### config.mk
export PLATFORM = sky130hd
export DESIGN_NAME = ip_line_feeder_flat
export DESIGN_NICKNAME = d
export VERILOG_FILES = /design/src/rtl/ip_pkg.sv /design/src/rtl/ip_line_feeder_if.sv /design/src/rtl/ip_intr_credit.sv /design/src/rtl/ip_line_feeder.sv /design/src/flat_wrapper.sv
export SDC_FILE = /design/constraint.sdc
export NUM_CORES = 1
export LEC_CHECK = 0
export BUFFER_PORTS_ARGS = -buffer_cell sky130_fd_sc_hd__buf_2
export CORE_ASPECT_RATIO = 1.25
export CORE_MARGIN = 3
export CORE_UTILIZATION = 59
export DETAILED_ROUTE_END_ITERATION = 7
export PLACE_DENSITY = 0.85
export SLEW_MARGIN = 20
export SYNTH_ARGS = -nofsm -noshare
export SYNTH_HDL_FRONTEND = slang
export SYNTH_SLANG_ARGS = --single-unit
### constraint.sdc
create_clock -name axi_clk -period 4.88 [get_ports axi_clk]
set_input_delay 0.244 -clock axi_clk [delete_from_list [all_inputs] [get_ports axi_clk]]
set_output_delay 0.244 -clock axi_clk [all_outputs]
set_load 0.02 [all_outputs]
### src/rtl/ip_pkg.sv
// Shared constants and FSM encoding for the line feeder that primes ip_top's line buffers.
package ip_pkg;

    localparam int IMG_W_DEF       = 512;
    localparam int IMG_H_DEF       = 512;
    localparam int PRIME_LINES_DEF = 4;
    localparam int FLUSH_LINES_DEF = 2;
    localparam int DW_DEF          = 8;
    localparam int CREDIT_W        = 3;

    typedef enum logic [2:0] {
        S_IDLE       = 3'd0,
        S_PRIME      = 3'd1,
        S_WAIT_INTR  = 3'd2,
        S_LINE       = 3'd3,
        S_FLUSH_WAIT = 3'd4,
        S_FLUSH      = 3'd5,
        S_DONE       = 3'd6
    } state_t;

endpackage

### src/rtl/ip_line_feeder_if.sv
// Pixel stream bundle: source valid/ready input side and the unthrottled output towards ip_top.
interface ip_line_feeder_if
    import ip_pkg::*;
#(
    parameter int DW = DW_DEF
);
    logic          s_data_valid;
    logic [DW-1:0] s_data;
    logic          s_data_ready;
    logic          o_data_valid;
    logic [DW-1:0] o_data;

    modport master (
        output s_data_valid, s_data,
        input  s_data_ready, o_data_valid, o_data
    );

    modport slave (
        input  s_data_valid, s_data,
        output s_data_ready, o_data_valid, o_data
    );
endinterface

### src/rtl/ip_intr_credit.sv
// Rising-edge detector on ip_top's intr plus a saturating line credit counter.
module ip_intr_credit
    import ip_pkg::*;
(
    input  logic clk,
    input  logic rst,
    input  logic en,
    input  logic i_intr,
    input  logic consume,
    output logic credit_avail,
    output logic overflow,
    output logic stray
);
    localparam logic [CREDIT_W-1:0] CREDIT_MAX = '1;

    logic                intr_q;
    logic                intr_prev;
    logic                rise;
    logic [CREDIT_W-1:0] credit;

    always_ff @(posedge clk) begin
        if (rst) begin
            intr_q    <= 1'b0;
            intr_prev <= 1'b0;
        end else begin
            intr_q    <= i_intr;
            intr_prev <= intr_q;
        end
    end

    assign rise = intr_q & ~intr_prev;

    // Credits only live while a frame is in flight; IDLE flushes leftovers.
    always_ff @(posedge clk) begin
        if (rst || !en) begin
            credit <= '0;
        end else if (rise && consume) begin
            credit <= credit;
        end else if (rise && credit != CREDIT_MAX) begin
            credit <= credit + CREDIT_W'(1);
        end else if (consume) begin
            credit <= credit - CREDIT_W'(1);
        end
    end

    assign credit_avail = credit != '0;
    assign overflow     = rise & en & (credit == CREDIT_MAX);
    assign stray        = rise & ~en;

endmodule

### src/rtl/ip_line_feeder.sv
// Feeds ip_top: primes PRIME_LINES lines, then one line per intr credit, then zero flush lines.
// Optional sticky credit error output enabled by IP_LINE_FEEDER_ERR_EN.
module ip_line_feeder
    import ip_pkg::*;
#(
    parameter int IMG_W       = IMG_W_DEF,
    parameter int IMG_H       = IMG_H_DEF,
    parameter int PRIME_LINES = PRIME_LINES_DEF,
    parameter int FLUSH_LINES = FLUSH_LINES_DEF
) (
    input  logic axi_clk,
    input  logic axi_rst,
    input  logic start,
    input  logic i_intr,
    ip_line_feeder_if.slave bus,
    output logic busy,
    output logic done
`ifdef IP_LINE_FEEDER_ERR_EN
    ,
    output logic o_err
`endif
);
    localparam int PIX_W   = (IMG_W > 1) ? $clog2(IMG_W) : 1;
    localparam int LINE_W  = $clog2(IMG_H + 1);
    localparam int FLUSH_W = $clog2(FLUSH_LINES + 1);

    state_t             state;
    state_t             state_nxt;
    logic [PIX_W-1:0]   pix_cnt;
    logic [LINE_W-1:0]  line_cnt;
    logic [LINE_W-1:0]  line_inc;
    logic [FLUSH_W-1:0] flush_cnt;
    logic [FLUSH_W-1:0] flush_inc;
    logic               beat;
    logic               emit_flush;
    logic               pix_last;
    logic               consume;
    logic               credit_avail;
    logic               overflow;
    logic               stray;

    assign bus.s_data_ready = (state == S_PRIME) || (state == S_LINE);
    assign beat             = bus.s_data_valid & bus.s_data_ready;
    assign emit_flush       = state == S_FLUSH;
    assign pix_last         = pix_cnt == PIX_W'(IMG_W - 1);
    assign line_inc         = line_cnt + LINE_W'(1);
    assign flush_inc        = flush_cnt + FLUSH_W'(1);
    assign busy             = state != S_IDLE;
    assign done             = state == S_DONE;

    ip_intr_credit u_credit (
        .clk          (axi_clk),
        .rst          (axi_rst),
        .en           (busy),
        .i_intr       (i_intr),
        .consume      (consume),
        .credit_avail (credit_avail),
        .overflow     (overflow),
        .stray        (stray)
    );

    always_comb begin
        state_nxt = state;
        consume   = 1'b0;
        unique case (state)
            S_IDLE: if (start) state_nxt = S_PRIME;
            S_PRIME, S_LINE: begin
                if (beat && pix_last) begin
                    if (line_inc == LINE_W'(IMG_H))
                        state_nxt = S_FLUSH_WAIT;
                    else if (state == S_LINE || line_inc == LINE_W'(PRIME_LINES))
                        state_nxt = S_WAIT_INTR;
                end
            end
            S_WAIT_INTR: begin
                if (credit_avail) begin
                    consume   = 1'b1;
                    state_nxt = S_LINE;
                end
            end
            S_FLUSH_WAIT: begin
                if (credit_avail) begin
                    consume   = 1'b1;
                    state_nxt = S_FLUSH;
                end
            end
            S_FLUSH: begin
                if (pix_last)
                    state_nxt = (flush_inc == FLUSH_W'(FLUSH_LINES)) ? S_DONE : S_FLUSH_WAIT;
            end
            S_DONE:  state_nxt = S_IDLE;
            default: state_nxt = S_IDLE;
        endcase
    end

    always_ff @(posedge axi_clk) begin
        if (axi_rst) begin
            state            <= S_IDLE;
            pix_cnt          <= '0;
            line_cnt         <= '0;
            flush_cnt        <= '0;
            bus.o_data_valid <= 1'b0;
            bus.o_data       <= '0;
        end else begin
            state            <= state_nxt;
            bus.o_data_valid <= beat | emit_flush;
            bus.o_data       <= beat ? bus.s_data : '0;
            if (state == S_IDLE) begin
                pix_cnt   <= '0;
                line_cnt  <= '0;
                flush_cnt <= '0;
            end else if (beat || emit_flush) begin
                // One pixel counter serves both source lines and flush lines.
                pix_cnt <= pix_last ? '0 : pix_cnt + PIX_W'(1);
                if (pix_last && beat)       line_cnt  <= line_inc;
                if (pix_last && emit_flush) flush_cnt <= flush_inc;
            end
        end
    end

`ifdef IP_LINE_FEEDER_ERR_EN
    always_ff @(posedge axi_clk) begin
        if (axi_rst)                o_err <= 1'b0;
        else if (overflow || stray) o_err <= 1'b1;
    end
`else
    logic unused_err;
    assign unused_err = overflow | stray;
`endif

endmodule

### src/flat_wrapper.sv
// flat-port wrapper written by rule: the top's interface ports become plain ports
module ip_line_feeder_flat import ip_pkg::*;
#(
    parameter int IMG_W       = IMG_W_DEF,
    parameter int IMG_H       = IMG_H_DEF,
    parameter int PRIME_LINES = PRIME_LINES_DEF,
    parameter int FLUSH_LINES = FLUSH_LINES_DEF
)
  (axi_clk, axi_rst, start, i_intr, busy, done, bus_s_data_valid, bus_s_data, bus_s_data_ready, bus_o_data_valid, bus_o_data);
  ip_line_feeder_if #(.DW(8)) bus_i ();
  input  logic axi_clk;
  input  logic axi_rst;
  input  logic start;
  input  logic i_intr;
  output logic busy;
  output logic done;
  input wire logic [$bits(bus_i.s_data_valid)-1:0] bus_s_data_valid;
  input wire logic [$bits(bus_i.s_data)-1:0] bus_s_data;
  output wire logic [$bits(bus_i.s_data_ready)-1:0] bus_s_data_ready;
  output wire logic [$bits(bus_i.o_data_valid)-1:0] bus_o_data_valid;
  output wire logic [$bits(bus_i.o_data)-1:0] bus_o_data;
  assign bus_i.s_data_valid = bus_s_data_valid;
  assign bus_i.s_data = bus_s_data;
  assign bus_s_data_ready = bus_i.s_data_ready;
  assign bus_o_data_valid = bus_i.o_data_valid;
  assign bus_o_data = bus_i.o_data;
  ip_line_feeder #(.IMG_W(IMG_W), .IMG_H(IMG_H), .PRIME_LINES(PRIME_LINES), .FLUSH_LINES(FLUSH_LINES)) u_core (.axi_clk(axi_clk), .axi_rst(axi_rst), .start(start), .i_intr(i_intr), .bus(bus_i), .busy(busy), .done(done));
endmodule
Yosys cells after proc, flatten, opt, wreduce, memory -nomap -nowiden
Index checks and enable logic that the tools add are counted.
Widths: inputs -> output; s select.
{"block": "op_classes", "n_lt_le_gt_ge": 0, "bitwise": 6, "n_mux": 14, "n_addsub": 5, "n_eq_ne": 17, "multipliers": 0, "reduce_logical": 21, "shifts": 0, "div": 0}
{"operator": "$mux 3", "n": 9}
{"operator": "$pmux 3 s5", "n": 1}
{"operator": "$add 10x1->10 const B", "n": 1}
{"operator": "$eq 10x10->1 const B", "n": 1}
{"operator": "$eq 10x3->1 const B", "n": 1}
{"operator": "$add 9x1->9 const B", "n": 1}
{"operator": "$eq 3x3->1 const B", "n": 3}
{"operator": "$eq 9x9->1 const B", "n": 1}
{"operator": "$mux 9", "n": 1}
{"operator": "$reduce_or 2->1", "n": 4}
{"operator": "$eq 3x2->1 const B", "n": 2}
{"operator": "$ne 2x1->1 const B", "n": 3}
{"operator": "$reduce_and 2->1", "n": 3}
{"operator": "$reduce_and 6->1", "n": 1}
{"operator": "$reduce_bool 3->1", "n": 2}
{"operator": "$logic_and 1x1->1", "n": 4}
{"operator": "$logic_or 1x1->1", "n": 4}
{"operator": "$ne 2x2->1 const B", "n": 2}
{"operator": "$add 3x1->3 const B", "n": 1}
{"operator": "$eq 3x1->1 const B", "n": 1}
{"operator": "$logic_not 3->1", "n": 1}
{"operator": "$ne 3x1->1 const B", "n": 1}
{"operator": "$ne 3x3->1 const B", "n": 1}
{"operator": "$not 1->1", "n": 3}
{"operator": "other kinds (9)", "n": 11}
{"block": "totals", "output_inout_bits": 12, "n_memories": 0, "register_bits": 38, "ramBits": 0, "latch_bits": 0, "mem_bits_ro": 0, "word_cells": 72}

Depth between registers and ports, before layout
Gate-level depths: netlist of the first run.
{"block": "logic_depth", "depth_word": 7, "mapped_depth": 10}

Modules after synthesis
From an unflattened synthesis of the first run, not the netlist that was laid out.
{"block": "hier_totals", "cells_unflattened": 207, "area_unflattened_um2": 1893.1}
{"mod": "ip_line_feeder", "area_each_um2": 1609.0, "n_inst": 1, "cells_each": 178}
{"mod": "ip_intr_credit", "area_each_um2": 284.0, "n_inst": 1, "cells_each": 29}

Worst setup path before layout of the first run
No wires, ideal clock.
{"block": "synth_timing", "path_kind": "register to register", "startpoint": "register u_core.pix_cnt[0]", "endpoint": "register u_core.line_cnt[8]", "setup_slack_ps": 2799, "arrival_time_ps": 1959, "n_path_buf": 0, "period_less_slack_ps": 2081, "stages_incl_launch_ff": 11, "required_time_ps": 4757, "cell_sequence": "dfxtp_1 -> ha_1 -> nand2_1 -> nor2_1 -> and3_1 -> ha_1 -> nand4b_1 -> or2_2 -> nor2_1 -> xnor2_1 -> nor2_1"}
{"block": "synth_via", "elab_chain_cells": 3}
{"element": "from (decl)", "line_no": "ip_line_feeder.sv:29", "source": "logic [PIX_W-1:0] pix_cnt;"}
{"element": "from (signal assigned)", "line_no": "ip_line_feeder.sv:114", "source": "pix_cnt <= pix_last ? '0 : pix_cnt + PIX_W'(1);"}
{"element": "$eq 9x9->1", "line_no": "ip_line_feeder.sv:45", "source": "assign pix_last = pix_cnt == PIX_W'(IMG_W - 1);"}
{"element": "$logic_and 1x1->1", "line_no": "ip_line_feeder.sv:115", "source": "if (pix_last && beat) line_cnt <= line_inc;"}
{"element": "$reduce_and 2->1 (no source line)"}
{"element": "to (signal assigned)", "line_no": "ip_line_feeder.sv:115"}
{"element": "to (decl)", "line_no": "ip_line_feeder.sv:30", "source": "logic [LINE_W-1:0] line_cnt;"}
No other way between the ends.
A chain may end at the register's enable or synchronous reset.

Worst setup path after layout of the first run
{"block": "layout_timing", "startpoint": "register u_core.pix_cnt[0]", "endpoint": "register u_core.line_cnt[6]"}
The elaborated chain is that of the path after synthesis.

==> flow_summary.toml, run 1 <==
[place]
finalWeightedCongestion = 0.813
place_ws_ns = 2.53
dp_hpwl_um = 2430
io_buffer_count = 24

[setup_path]
cp_top_family = "simple AND/OR/NAND/NOR gates"
cp.arrival_ns = 2.61
cp_num_buf_inv = 0
crit_fanout = 7
slowest_stage = "or2_2"
setup.worst_path.start_class = "flop"
crit_top_cell = "nor2_1"
cp-end-kind = "flop"
required_ns = 5.11
critPathKind = "reg2reg"
crit_chain = "ha_1, nand2_1, nor2_1, and3_1, ha_1, nand4b_1, or2_2, nor2_1, xnor2_1, nor2_1"
critPathMaxStageDelay_ns = 0.42

[sta]
setup_tns_ns = 0
setup_violations = 0
hold_ws_ns = 0.0812
fin_ws_ns = 2.50
rsz0062_at_grt = "no"
min_period_ns = 2.38
min_period_over_period_pct = 48.9
clock_skew_ns = 0.0128
final-hold-violation-count = 0
maxSlewHeadroom_pct = 56.3
maxSlewViolCount = 0
tightest_slew_ns = 0.655
max_freq_mhz = 419

[logic_synthesis]
synth_area_sq_um = 1870
synthCells = 206
yosys.area.top_type = "dfxtp_1"
synth_top_area_share_pct = 40.7
synth.most_common_cell = "dfxtp_1"
async_flop_share_pct = 0
synthFlopType = "dfxtp_1"
synth_cell_types = 49
yosys_warnings = 0
yosys-top-cells-area = "dfxtp_1 (41%), nor2_1 (5.6%), xor2_1 (4.7%)"
synth_fp_nets = 225
synth_seq_cells = 38
netlist_top_cells_count = "dfxtp_1 (38), nor2_1 (28), nand2_1 (14)"
ys_seq_area_share_pct = 40.7
synth_edf_count = 0
synth.avg_cell_area_sq_um = 9.07

[power]
p_leak_nw = 0.767
peakVddDrop_uv = 224
power_density_nw_per_um2 = 278

[detailed_routing]
routed_wl_um = 3400
via_per_inst = 5.68
drc_errors = 0
drt_iter0_drc = 49
avgRoutedWirePerCell_um = 12.8
drt_pass1_iterations = 4
vias = 1512
detail-route-antenna-nets = 0

[floorplan]
dieArea_sq_um = 3880
io_pins = 25
fp-row-count = 22
die_w_um = 56.3
initial_utilization_pct = 62.9
core_area_sq_um = 2970
fp.dieH_um = 68.9

[global_route]
grt_pass1_vias = 1328
grt_max_degree = 19
antenna_found_initial = 0
grt_remaining_overflow = 0
grt_use_total_pct = 19.6
grt_pass1_wl_um = 5900

[cts]
clk_latency_ns = 0.35
htreeDepth = 2
cts_buffers = 5
clockBufferDepth = 2
cts_root_buffer = "clkbuf_4"
cts_tree = "built"
clk_pin_slew_worst_paths_ns = 0.12
numClockSinks = 38
cts_setup_buffers = 0
cts_hold_buf = 0
cts_resized = 0

[run]
maxCapViolCount = 0

[finish]
drive_above_1_share_pct = 17.0
nets = 248
synthToLayoutAreaGrowth_pct = 9.10
diodes = 0

[worst_hold_path]
hold_path_class = "in2reg"

[status]
status = "completed"
==> power by group <==
group / total, mW / internal (mW) / switching (mW)
logic: 0.0652 / 0.0262 / 0.0390
clock network: 0.176 / 0.0693 / 0.106
registers: 0.326 / 0.317 / 0.00854
==> metrics by stage <==
stage / total power [mW] / utilization [%] / std cells / area [sq um]
2_1_floorplan: 0.379 / - / 206 / 1870
3_3_place_gp: 0.395 / 66.5 / 258 / 1980
3_5_place_dp: 0.398 / 66.5 / 258 / 1980
4_1_cts: 0.570 / 68.6 / 266 / 2040
5_1_grt: 0.593 / 68.6 / 266 / 2040
6_report: 0.567 / 68.6 / 266 / 2040
==> worst paths after layout <==
check / from / endpoint / slack, ns / depth (start not counted)
min reg2reg: u_core.pix_cnt[8] / u_core.pix_cnt[8] / 0.48 / 2
max reg2reg: u_core.pix_cnt[0] / u_core.line_cnt[6] / 2.50 / 10
max: u_core.pix_cnt[0] / u_core.line_cnt[6] / 2.50 / 10
min: bus_s_data[2] / u_core.bus.o_data[2] / 0.08 / 2
==> worst reg2reg max path: stages (launching register included) <==
cell,delay (ns)
dfxtp_1,0.38
ha_1,0.21
nand2_1,0.06
nor2_1,0.13
and3_1,0.18
ha_1,0.26
nand4b_1,0.30
or2_2,0.42
nor2_1,0.13
xnor2_1,0.14
nor2_1,0.06
==> sequential cells by signal (all words and copies together), names as in the netlist <==
register,cells
u_core.pix_cnt,9
u_core.u_credit.intr_prev,1
u_core.flush_cnt,2
u_core.u_credit.intr_q,1
u_core.line_cnt,10
u_core.state,3
u_core.bus.o_data_valid,1
u_core.u_credit.credit,3
u_core.bus.o_data,8
==> routing by layer <==
metal / up-vias / track usage (%) / wire [um] / part of all wire (%)
met5: - / 0 / 0 / 0
met3: 8 / 5.21 / 156 / 4.6
li1: 766 / - / - / -
met2: 36 / 34.1 / 1620 / 48
met1: 702 / 23.1 / 1550 / 46
met4: 0 / 8.31 / 75 / 2.2
==> placed cells by master, fill, tap and decap left out, types with 8 or more instances in the layout <==
| cell type | synthesis | final |
|---|---|---|
| dfxtp_1 | 38 | 38 |
| nand2_1 | 14 | 14 |
| nor2_1 | 28 | 28 |
| buf_2 | 2 | 24 |
| and2_1 | 8 | 8 |
| nand3_1 | 8 | 8 |
| xnor2_1 | 9 | 9 |
| nor2b_1 | 9 | 9 |
| xor2_1 | 10 | 10 |
| a21oi_1 | 9 | 9 |
==> layout make-up <==
type	count	area [sq um]
multi-input combinational	156	1030
tap	36	45.0
timing repair buffer	24	120
clock inverter	2	12.5
fill	256	933
clock buffer	6	51.3
sequential	38	761
inverter	4	15.0
==> cell families after synthesis <==
group | share of synthesized area (%)
AO/OA/AOI/OAI | 10.7
XOR/XNOR | 11.2
buffers and inverters | 3.95
adder cells (fa/ha/maj) | 4.42
AND/OR/NAND/NOR | 28.0
flip-flops | 40.7
multiplexers | 1.07
Note: power is estimated with default switching activity, not from simulation.
==> run 2, diff against run 1 <==
--- a/config.mk
+++ b/config.mk
@@ -8,9 +8,9 @@
 export BUFFER_PORTS_ARGS = -buffer_cell sky130_fd_sc_hd__buf_2
 export CORE_ASPECT_RATIO = 1.25
 export CORE_MARGIN = 3
-export CORE_UTILIZATION = 59
+export CORE_UTILIZATION = 51
 export DETAILED_ROUTE_END_ITERATION = 7
-export PLACE_DENSITY = 0.85
+export PLACE_DENSITY = 0.79
 export SLEW_MARGIN = 20
 export SYNTH_ARGS = -nofsm -noshare
 export SYNTH_HDL_FRONTEND = slang
==> constraint.sdc (replaced) <==
create_clock -name axi_clk -period 2 [get_ports axi_clk]
set_input_delay 0.1 -clock axi_clk [delete_from_list [all_inputs] [get_ports axi_clk]]
set_output_delay 0.1 -clock axi_clk [all_outputs]
set_load 0.02 [all_outputs]
==> run 2 against run 1 <==
- maximum frequency rose by 25%
- register-to-register slack got worse by 2.4 ns
- sequential share of layout area decreased by 3.7 points
- critical path depth did not move
- largest power group unchanged
- hold slack got worse by 0.077 ns
- setup slack worse by 2.4 ns
- clock power rose to 3.6 times the previous value
- non-clock buffer count up 16
- die area grew 14%
==> flow_summary.toml, run 2 (same netlist as run 1, synthesis figures left out) <==
[finish]
synthToLayoutAreaGrowth_pct = 22.0
nFillCells = 275
layout_commonest_cell = "dfxtp_1"
nets = 264
diodes = 0
largest_reg_flops = 10
top_register = "u_core.line_cnt"
largestRegisters = "u_core.line_cnt (10), u_core.pix_cnt (9), u_core.bus.o_data (8)"
layout_common_cells = "dfxtp_1 (34), nor2_1 (25), buf_2 (24), buf_4 (15), nand2_1 (14)"
multiInputGateArea_sq_um = 1100
seq_area_sq_um = 766
drive_above_1_share_pct = 27.6
final_area_sq_um = 2280

[setup_path]
reg2reg_from = "u_core.pix_cnt[1]"
cp-end-kind = "flop"
startpoint = "u_core.pix_cnt[1]"
worst-r2r-cell-count = 10
timing.reg2reg.setup_slack_ns = 0.09
required_ns = 2.19
cp.arrival_ns = 2.10
critPathKind = "reg2reg"
r2r-end = "u_core.line_cnt[8]"
endpoint = "u_core.line_cnt[8]"
crit_fanout = 4
setup.worst_path.start_class = "flop"

[floorplan]
die_w_um = 60.2
fp-row-count = 23
initial_utilization_pct = 55.5
fp.dieH_um = 73.7
dieArea_sq_um = 4430
core_area_sq_um = 3370
io_pins = 25

[sta]
fin_ws_ns = 0.0893
setup_violations = 0
final-hold-violation-count = 0
max_freq_mhz = 523
min_period_over_period_pct = 95.5
clock_skew_ns = 0.00307
maxSlewHeadroom_pct = 69.6
min_period_ns = 1.91
tightest_slew_ns = 0.443
maxSlewViolCount = 0
rsz0062_at_grt = "yes"

[cts]
cts_tree = "built"
clockBufferDepth = 2
cts_setup_buffers = 0
clk_pin_slew_worst_paths_ns = 0.07
htreeDepth = 2
clk_latency_ns = 0.29
cts_buffers = 5
numClockSinks = 38
cts_root_buffer = "clkbuf_8"

[global_route]
grt_max_degree = 13
antenna_found_initial = 0
grt_pass1_vias = 1471
grt_use_total_pct = 19.0
grt_remaining_overflow = 0
grt_pass1_wl_um = 6350

[detailed_routing]
via_per_inst = 5.43
routed_wl_um = 3740
drt_pass1_iterations = 4
avgRoutedWirePerCell_um = 13.2
drc_errors = 0
drt_iter0_drc = 65
detail-route-antenna-nets = 0
vias = 1536

[worst_hold_path]
min_from = "bus_s_data[4]"
hold_path_class = "in2reg"
min_path_cells = 2

[place]
place_ws_ns = 0.0719
dp_hpwl_um = 2630
io_buffer_count = 24
finalWeightedCongestion = 0.796
dpl_cell_area_sq_um = 2090

[run]
maxCapViolCount = 0

[power]
power_density_nw_per_um2 = 706
peakVddDrop_uv = 656
p_leak_nw = 0.869

[status]
status = "completed"
[run 2: cell types whose count changed in the layout (fill, tap and decap cells not counted), moves of 3 or more]
| cell | before | now |
|---|---|---|
| clkbuf_4 | 5 | 0 |
| clkbuf_8 | 1 | 5 |
| buf_4 | 0 | 15 |
| nor2_1 | 28 | 25 |
| dfxtp_1 | 38 | 34 |
| dfxtp_2 | 0 | 4 |
| ha_1 | 5 | 2 |
[run 2: repair_timing]
item / 4_1_cts / 5_1_grt
resized for setup: 0 / 18
endpoints found under the setup margin: 0 / 13
hold buffers: 1 / 0
hold endpoints to repair: 1 / 0
[run 2: worst min path at each step]
stage                                endpoint
global placement         u_core.bus.o_data[0]
CTS                      u_core.bus.o_data[5]
finish                   u_core.bus.o_data[4]
floorplan           u_core.u_credit.intr_prev
detailed placement       u_core.bus.o_data[2]
global route             u_core.bus.o_data[1]
[run 2: area by class of cell]
cell class | count | share of cell area (%)
Sequential cell | 38 | 33.6
Multi-Input combinational cell | 156 | 48.3
Tap cell | 37 | 2.03
Clock buffer | 5 | 3.02
Timing Repair Buffer | 40 | 10.6
Clock inverter | 3 | 1.76
Inverter | 4 | 0.659
[run 2: layer usage]
layer	GRT usage [%]	part of all wire, %	vias to the layer above
li1	-	-	793
met1	22.2	45	701
met2	31.9	48	34
met3	5.80	5.5	8
met4	7.39	1.7	0
met5	0	0	-
[run 2: worst max-delay path, stage by stage, from the launching register on]
cell      delay (ns)
dfxtp_2         0.35
ha_4            0.14
nand2_1         0.06
nor2_2          0.11
and3_1          0.16
ha_2            0.21
nand4b_1        0.17
or2_4           0.32
nor2_2          0.12
xnor2_1         0.12
nor2_1          0.05
[run 2: stage by stage]
step | utilization, % | std cells | TNS (ns) | hold WS, ns | total power [mW]
global placement | 62.2 | 274 | 0 | 0.299 | 0.984
global route | 67.7 | 283 | -0.0312 | 0.00931 | 1.68
finish | 67.7 | 283 | 0 | 0.00423 | 1.61
detailed placement | 62.2 | 274 | 0 | 0.302 | 0.987
floorplan | - | 206 | 0 | 0.172 | 0.925
CTS | 65.7 | 283 | 0 | 0.000309 | 1.62
[run 2: power by group]
| group | leakage (nW) | total [mW] | switching, mW | internal (mW) |
|---|---|---|---|---|
| Sequential | 0.310 | 0.791 | 0.0167 | 0.774 |
| Combinational | 0.501 | 0.189 | 0.109 | 0.0801 |
| Clock | 0.0579 | 0.630 | 0.264 | 0.367 |
| Total | 0.869 | 1.61 | 0.389 | 1.22 |
==> run 3, diff against run 2 <==
--- a/config.mk
+++ b/config.mk
@@ -14,4 +14,5 @@
 export SLEW_MARGIN = 20
 export SYNTH_ARGS = -nofsm -noshare
 export SYNTH_HDL_FRONTEND = slang
+export SYNTH_HIERARCHICAL = 1
 export SYNTH_SLANG_ARGS = --single-unit
==> run 3 against run 2 <==
- sequential power decreased by 0.6%
- synthesized cell count shrank 0.49%
- critical path depth did not move
- cell count up 3.2%
- maximum frequency is 2.2% lower
- setup slack lost 0.042 ns
- critical endpoint is now u_core/state[1]
- highest routed layer unchanged
==> flow_summary.toml, run 3 <==
[setup_path]
setup.worst_path.start_class = "flop"
cp-end-kind = "flop"
crit_fanout = 4
critPathKind = "reg2reg"
cp.arrival_ns = 2.19
required_ns = 2.24

[status]
status = "completed"

[floorplan]
core_area_sq_um = 3510
io_pins = 25
dieArea_sq_um = 4460
die_w_um = 60.4
fp.dieH_um = 73.9
fp-row-count = 24
initial_utilization_pct = 53.6

[sta]
maxSlewViolCount = 0
min_period_ns = 1.95
tightest_slew_ns = 0.422
rsz0062_at_grt = "yes"
final-hold-violation-count = 0
maxSlewHeadroom_pct = 71.8
clock_skew_ns = 0.00678
max_freq_mhz = 512
min_period_over_period_pct = 97.6
setup_violations = 0

[finish]
seq_area_sq_um = 764
largestRegisters = "u_core/line_cnt (10), u_core/pix_cnt (9), u_core/bus.o_data (8)"
nFillCells = 291
synthToLayoutAreaGrowth_pct = 24.7
top_register = "u_core/line_cnt"
post-route-util_pct = 66.8
layout_common_cells = "dfxtp_1 (35), nor2_1 (26), buf_2 (24), nand2_1 (16), buf_4 (15)"
nets = 271
largest_reg_flops = 10
diodes = 0
layout_commonest_cell = "dfxtp_1"
drive_above_1_share_pct = 28.1
final_area_sq_um = 2350
multiInputGateArea_sq_um = 1100

[cts]
clk_latency_ns = 0.30
cts_tree = "built"
cts_buffers = 5
cts_root_buffer = "clkbuf_8"
numClockSinks = 38
htreeDepth = 2
clockBufferDepth = 2
clk_pin_slew_worst_paths_ns = 0.08

[detailed_routing]
routed_wl_um = 3570
avgRoutedWirePerCell_um = 12.2
vias = 1511
drt_pass1_iterations = 4
drt_iter0_drc = 61
via_per_inst = 5.17
drc_errors = 0
detail-route-antenna-nets = 0

[global_route]
grt_remaining_overflow = 0
grt_max_degree = 16
grt_use_total_pct = 18.2
antenna_found_initial = 0
grt_pass1_vias = 1471
grt_pass1_wl_um = 6120

[power]
peakVddDrop_uv = 752
seqPwrFrac_pct = 48.4
power_density_nw_per_um2 = 692
p_leak_nw = 0.979
p_clk_share_pct = 40.9
pwr-share-comb_pct = 10.7
cellInternalPower_mw = 1.23
switching_share_pct = 24.6
p_switching_mw = 0.400

[worst_hold_path]
hold_path_class = "in2reg"

[logic_synthesis]
synth.avg_cell_area_sq_um = 9.19
synth_area_sq_um = 1880
synthCells = 205
yosys_warnings = 6
synth_fp_nets = 224

[place]
dp_hpwl_um = 2500
dpl_cell_area_sq_um = 2120
finalWeightedCongestion = 0.792
io_buffer_count = 24

[run]
maxCapViolCount = 0
[run 3: final timing paths]
path                            cells after the start               from              endpoint  slack [ns]
worst min register to register                      2  u_core/pix_cnt[8]     u_core/pix_cnt[8]        0.47
worst min-delay path                                2      bus_s_data[2]  u_core/bus.o_data[2]        0.02
worst max register to register                     10  u_core/pix_cnt[1]       u_core/state[1]        0.05
worst max-delay path                               10  u_core/pix_cnt[1]       u_core/state[1]        0.05
[run 3: layout make-up]
type / instances / share of cell area, %
flip-flops and latches: 38 / 32.6
clock buffers: 5 / 2.93
well taps: 39 / 2.08
repair buffers: 47 / 13.3
inverters: 2 / 0.320
clock inverters: 3 / 1.92
multi-input cells: 158 / 46.9
[run 3: power by group through the flow]
| stage | Clock, mW | Combinational, mW | Sequential [mW] |
|---|---|---|---|
| floorplan | 0 | 0.108 | 0.805 |
| global placement | 0 | 0.153 | 0.804 |
| detailed placement | 0 | 0.154 | 0.804 |
| CTS | 0.683 | 0.167 | 0.786 |
| global route | 0.702 | 0.194 | 0.790 |
| finish | 0.665 | 0.174 | 0.786 |
[run 3: repair_timing]
action,in CTS,in global routing
gates cloned,0,0
setup buffers,0,1
gates resized for setup,5,4
hold buffers,8,0
endpoints found under the setup margin,1,2
pin swaps,2,9
hold endpoints to repair,8,0
[run 3: metrics by stage]
stage / setup TNS (ns) / cells / hold WS [ns] / power (mW) / setup slack (ns)
global route: -0.0654 / 292 / 0.0377 / 1.69 / -0.0542
floorplan: 0 / 205 / 0.162 / 0.913 / 0.0483
CTS: 0 / 291 / 0.0120 / 1.64 / 0.00591
global placement: 0 / 275 / 0.300 / 0.957 / 0.0709
finish: 0 / 292 / 0.0194 / 1.63 / 0.0473
detailed placement: 0 / 275 / 0.302 / 0.958 / 0.0000695
[run 3: worst max-delay path, stage by stage, from the launching register on]
cell	delay [ns]
dfxtp_2	0.36
ha_4	0.15
nand3_2	0.07
nor2_2	0.11
ha_2	0.20
a21bo_2	0.14
a21oi_2	0.06
a221oi_2	0.29
nand4_1	0.14
mux2_4	0.28
a21oi_2	0.11
[run 3: routing by layer]
| metal | vias to the layer above | wire (um) | global-route usage, % |
|---|---|---|---|
| li1 | 797 | - | - |
| met1 | 689 | 1540 | 20.5 |
| met2 | 19 | 1840 | 30.8 |
| met3 | 6 | 109 | 4.34 |
| met4 | 0 | 76 | 10.6 |
| met5 | - | 0 | 0 |
